**config.mk**
```make
export PLATFORM = sky130hd
export DESIGN_NAME = serial_adder_ctrl
export DESIGN_NICKNAME = d
export VERILOG_FILES = /design/src/rtl/serial_adder_ctrl.sv
export SDC_FILE = /design/constraint.sdc
export NUM_CORES = 1
export LEC_CHECK = 0
export ABC_AREA = 1
export ABC_CLOCK_PERIOD_IN_PS = 2100
export BUFFER_PORTS_ARGS = -buffer_cell sky130_fd_sc_hd__buf_2
export CAP_MARGIN = 20
export CELL_PAD_IN_SITES_DETAIL_PLACEMENT = 1
export CELL_PAD_IN_SITES_GLOBAL_PLACEMENT = 2
export CORE_ASPECT_RATIO = 0.75
export CORE_MARGIN = 2
export CORE_UTILIZATION = 31
export DETAILED_ROUTE_END_ITERATION = 8
export HOLD_SLACK_MARGIN = 0.03
export MAX_ROUTING_LAYER = met4
export PLACE_DENSITY_LB_ADDON = 0.1
export SETUP_SLACK_MARGIN = 0.15
export SLEW_MARGIN = 20
export SYNTH_ARGS = -nofsm -noshare
export SYNTH_HDL_FRONTEND = slang
export SYNTH_SLANG_ARGS = --single-unit
```
**constraint.sdc**
```tcl
create_clock -name clk -period 2.1 [get_ports clk]
set_input_delay 0.42 -clock clk [delete_from_list [all_inputs] [get_ports clk]]
set_output_delay 0.42 -clock clk [all_outputs]
set_load 0.05 [all_outputs]
```
**src/rtl/serial_adder_ctrl.sv**
```systemverilog
`default_nettype none
// ============================================================================
// Module      : serial_adder_ctrl
// Description : Bit-serial addition controller. Drives an external 1-bit
//               full-adder cell LSB-first over WIDTH cycles, keeps the
//               running carry in a register and assembles the sum word.
// Revision    : 1.0 - initial release
// ============================================================================
module serial_adder_ctrl #(
    parameter int WIDTH = 8
) (
    input  logic             clk,
    input  logic             rst_n,
    input  logic             start,
    input  logic [WIDTH-1:0] a,
    input  logic [WIDTH-1:0] b,
    input  logic             cin,
    output logic             fa_a,
    output logic             fa_b,
    output logic             fa_c1,
    input  logic             fa_s,
    input  logic             fa_c,
    output logic             busy,
    output logic             done,
    output logic [WIDTH-1:0] sum,
    output logic             cout
);

    localparam int                 c_cnt_w = $clog2(WIDTH + 1);
    localparam logic [c_cnt_w-1:0] c_last  = c_cnt_w'(WIDTH - 1);
    localparam logic [c_cnt_w-1:0] c_one   = c_cnt_w'(1);

    typedef enum logic [1:0] {
        S_IDLE = 2'd0,
        S_RUN  = 2'd1,
        S_DONE = 2'd2
    } state_t;

    state_t             r_state;
    logic [WIDTH-1:0]   r_a_sh;
    logic [WIDTH-1:0]   r_b_sh;
    logic [WIDTH-1:0]   r_s_sh;
    logic               r_carry;
    logic [c_cnt_w-1:0] r_cnt;
    logic               r_busy;
    logic               r_done;
    logic [WIDTH-1:0]   w_s_next;

    // Next sum register value: the new bit from the cell enters at the MSB so
    // that after WIDTH shifts bit 0 of the result sits at bit 0.
    generate
        if (WIDTH == 1) begin : g_w1
            assign w_s_next = fa_s;
        end else begin : g_wn
            assign w_s_next = {fa_s, r_s_sh[WIDTH-1:1]};
        end
    endgenerate

    // Controller FSM with operand/sum shifting and registered status flags
    always_ff @(posedge clk) begin
        if (!rst_n) begin
            r_state <= S_IDLE;
            r_a_sh  <= '0;
            r_b_sh  <= '0;
            r_s_sh  <= '0;
            r_carry <= 1'b0;
            r_cnt   <= '0;
            r_busy  <= 1'b0;
            r_done  <= 1'b0;
        end else begin
            case (r_state)
                S_IDLE, S_DONE: begin
                    r_done <= 1'b0;
                    if (start) begin
                        r_a_sh  <= a;
                        r_b_sh  <= b;
                        r_carry <= cin;
                        r_cnt   <= '0;
                        r_busy  <= 1'b1;
                        r_state <= S_RUN;
                    end else begin
                        r_state <= S_IDLE;
                    end
                end
                S_RUN: begin
                    // Cell outputs settle within this cycle; capture them now.
                    r_s_sh  <= w_s_next;
                    r_carry <= fa_c;
                    r_a_sh  <= r_a_sh >> 1;
                    r_b_sh  <= r_b_sh >> 1;
                    r_cnt   <= r_cnt + c_one;
                    if (r_cnt == c_last) begin
                        r_busy  <= 1'b0;
                        r_done  <= 1'b1;
                        r_state <= S_DONE;
                    end
                end
                default: begin
                    r_busy  <= 1'b0;
                    r_done  <= 1'b0;
                    r_state <= S_IDLE;
                end
            endcase
        end
    end

    // The cell inputs are forced low whenever no addition is in progress
    assign fa_a  = (r_state == S_RUN) & r_a_sh[0];
    assign fa_b  = (r_state == S_RUN) & r_b_sh[0];
    assign fa_c1 = (r_state == S_RUN) & r_carry;

    assign busy = r_busy;
    assign done = r_done;
    assign sum  = r_s_sh;
    assign cout = r_carry;

endmodule
`default_nettype wire

```
== Word level (Yosys, flattened, before mapping) ==
Cells that the tools add are included.

* Register bits: 33
* Logic and storage cells: 37

* Eq/ne operators: 5
* Reductions and logical operators: 6
* $add $sub $neg: 1
* Multiplexer cells: 14
* Bitwise operators: 3

{| class="wikitable"
|+ Operators by type and width
! kind !! count
|-
| case mux 8 bit (2 select lines) || 2
|-
| 2-to-1 mux 8 bit || 2
|-
| case mux 4 bit (2 select lines) || 1
|-
| AND reduction 2 bit || 3
|-
| adder 4 x 1 -> 4 bit (second input constant) || 1
|-
| equality test 4 x 3 -> 1 bit (second input constant) || 1
|-
| 2-to-1 mux 1 bit || 4
|-
| 2-to-1 mux 4 bit || 1
|-
| inequality test 2 bit (second input constant) || 2
|-
| case mux 1 bit (2 select lines) || 2
|-
| case mux 2 bit (2 select lines) || 1
|-
| bitwise AND 1 bit || 3
|-
| equality test 2 x 1 -> 1 bit (second input constant) || 1
|-
| equality test 2 bit (second input constant) || 1
|-
| logical NOT 2 bit || 1
|-
| 2-to-1 mux 2 bit || 1
|-
| nonzero test 2 bit || 1
|-
| OR reduction 2 bit || 1
|}

== Longest topological paths before layout ==
* Word-level depth: 4
* Mapped depth: 8

== Least setup slack after synthesis ==
Ideal clock, no wire load.

* Path type: reg2out
* Start point: register r_carry (netlist: cout)
* End point: output fa_c1
* Arrival: 1.397 ns
* Path slack: 0.283 ns
* Stages on the path, launching flop included: 3
* Cell sequence: dfxtp_1 -> inv_1 -> nor2_1

* Cells in the longest elaborated chain, start to end: 1

{| class="wikitable"
|+ Ends and longest elaborated chain
! element !! RTL line !! RTL
|-
| start: declaration || 43 || <nowiki>logic r_carry;</nowiki>
|-
| start signal: assignment || 77 || <nowiki>r_carry <= cin;</nowiki>
|-
| bitwise AND 1 bit || 110 || <nowiki>assign fa_c1 = (r_state == S_RUN) & r_carry;</nowiki>
|-
| end: declaration || 20 || <nowiki>output logic fa_c1,</nowiki>
|}

No other way between the ends.

== Worst setup path in the final report ==
* Start point: register r_state[1]
* End point: output fa_a

* Cells in the longest elaborated chain, start to end: 2

{| class="wikitable"
|+ Ends and longest elaborated chain
! element !! RTL line !! RTL
|-
| start: declaration || 39 || <nowiki>state_t r_state;</nowiki>
|-
| start signal: assignment || 62 || <nowiki>r_state <= S_IDLE;</nowiki>
|-
| start signal: assignment || 80 || <nowiki>r_state <= S_RUN;</nowiki>
|-
| start signal: assignment || 82 || <nowiki>r_state <= S_IDLE;</nowiki>
|-
| equality test 2 x 1 -> 1 bit || 108 || <nowiki>assign fa_a = (r_state == S_RUN) & r_a_sh[0];</nowiki>
|-
| bitwise AND 1 bit || 108 ||
|-
| end: declaration || 18 || <nowiki>output logic fa_a,</nowiki>
|}

No other way between the ends.

==> run metrics <==
status=completed; number of synthesized flops with an enable pin=0; sequential share of the synthesized area=42.8%; H-tree depth=2; DR pass1 iterations=4; post-layout net count=265; final WL=between 3000 and 4000 um; die area=0.00556 sq mm; # rows=22; Worst-Margin Slew=0.518 ns; Post-CTS Setup Bufs=0; vias per cell=4.83; GP Congestion=0.707; final setup vio count=0; minimum clock period after layout=1.84 ns; I/O pin total=36; initial antenna violation count=0; Ys Warns=0; Max-Cap Viols=0; total CTS buffers=5; maximum clock insertion buffer count=2; clock slew at reported path FFs=0.07 ns; clock sinks=33; WL/cell=13.1 um; Clock Latency Late Sink=0.28 ns; Syn Area/Cell=7.28 sq um; CP max stage delay=0.34 ns; flop and latch count out of synthesis=33; fin util=a little under two fifths; Max Freq=around 540 MHz; area fraction of the dominant cell type after synthesis=42.8%; chip height=about 65 um; CTS resizes=0; Post-Syn Area=0.00154 sq mm; # DRC=0; Crit. End Element=primary output; number of distinct library cells after synthesis=19; GRT overflow=0; synth-to-layout area growth=15.6%; DRT iter0 DRCs=57; total negative slack=0 ns; PortBufs=35; critical path's slowest cell=dfxtp_1; crit share post-route=87.6%; largest net degree at the start of global routing=24; Placeable Area=0.00484 sq mm; top cells by count, synth=nand3_1, dfxtp_1, nand2_1; Tightest Hold Check Type=in -> reg; Rel. slew slack=65.4%; overall routing resource usage=15.4%; crit path cell chain=inv_2 -> nand2_8 -> nor2_1 -> buf_2; PD cells=801 mW/mm^2; vias in the first global route=between 1000 and 1500; Primary FF master, synth=dfxtp_1; top post-synthesis cells by area=dfxtp_1, nand3_1, nand2_1; Die X=85.5 um; Starting Density=roughly a third; number of hold violations in the final report=0; CTS tree=yes; area leader, netlist=dfxtp_1; Worst Path Arrival=~1.4 ns; Antenna Violating Nets Remaining=0; Cells after DPL=295; crit path kind=reg -> out; RSZ-0062 raised after global routing=false; count leader, synth=nand3_1; post-detail-place hpwl=~2800 um; cts hold-fix bufs=0; n_diodes=0; first-pass GRT wire length=6600 um; required time of the critical path=about 1.7 ns; critical path fanouts, max=23; Final Skew=0.00431 ns; post-route insts no fill=303; CTS root buf=clkbuf_8; vias post-DR=1464; syn_nets=235; max-slew violations=0; Leak=between 0.0008 and 0.0009 uW; CP Launch Type=flip-flop; layout cells sized above 1=between 20% and 30%; Async SR Flop Fraction=0%; Synth Instances=212; peak supply drop=0.000276 V
layout by cell type, fill, tap and decap left out, drive strengths merged:
| cell type | Yosys | final |
|---|---|---|
| clkbuf | 3 | 8 |
| o21ai | 12 | 12 |
| nand3 | 47 | 47 |
| nor2 | 26 | 26 |
| nand2 | 36 | 36 |
| inv | 23 | 23 |
| dfxtp | 33 | 33 |
| a21oi | 20 | 20 |
| ha | 1 | 1 |
| buf | 11 | 37 |
worst max-delay path, delay by kind of cell, from the launching register on:
family | cells | cell delay (ns)
buffers and inverters | 2 | 0.51
DFF | 1 | 0.34
and+or+nand+nor | 2 | 0.30
layout make-up:
class,instances,area [sq um]
fillers,621,3060
clock buffers,8,80.1
well taps,60,75.1
flip-flops and latches,33,661
inverters,23,91.3
multi-input cells,142,686
repair buffers,37,190
flip-flops by register name, indices dropped and copies added, names as in the netlist:
register,cells
r_b_sh,8
done,1
sum,8
busy,1
r_state,2
r_a_sh,8
cout,1
r_cnt,4
path summary, 6_finish.rpt:
path	startpoint	end	slack, ns	cells after the start
max	r_state[1]$_SDFFE_PN0P_	fa_a	0.26	4
min	a[7]	r_a_sh[7]$_SDFFE_PN0P_	0.40	3
max reg2reg	r_state[0]$_SDFFE_PN0P_	done$_SDFFE_PN0N_	0.62	5
min reg2reg	r_a_sh[6]$_SDFFE_PN0P_	r_a_sh[5]$_SDFFE_PN0P_	0.47	2
power breakdown:
part | switching [uW] | internal (uW)
Combinational | 195 | 81.8
Clock | 220 | 235
Sequential | 26.8 | 669
kinds of logic after synthesis:
group,after synthesis,share of synthesized area (%)
buf+inv,37,13.3
compound gates,32,10.6
simple gates,109,32.4
flops,33,42.8
fa+ha+maj,1,0.811
routing by layer:
| layer | global-route usage, % | part of all wire [%] | vias up |
|---|---|---|---|
| met3 | 4.02 | 4.2 | 5 |
| met4 | 4.17 | 0.86 | 0 |
| li1 | - | - | 741 |
| met5 | - | 0 | - |
| met2 | 24.4 | 45 | 21 |
| met1 | 19.6 | 50 | 697 |
metrics by stage:
step | instance area, sq um | setup slack, ns | power (uW) | hold WS, ns
after floorplan | 1540 | 0.283 | 928 | 0.447
after global placement | 1690 | 0.550 | 978 | 0.450
after detailed placement | 1690 | 0.519 | 988 | 0.459
after CTS | 1770 | 0.206 | 1450 | 0.396
after global routing | 1780 | 0.158 | 1520 | 0.409
final | 1780 | 0.260 | 1430 | 0.405
No activity file was read; power rests on OpenSTA's default activity.
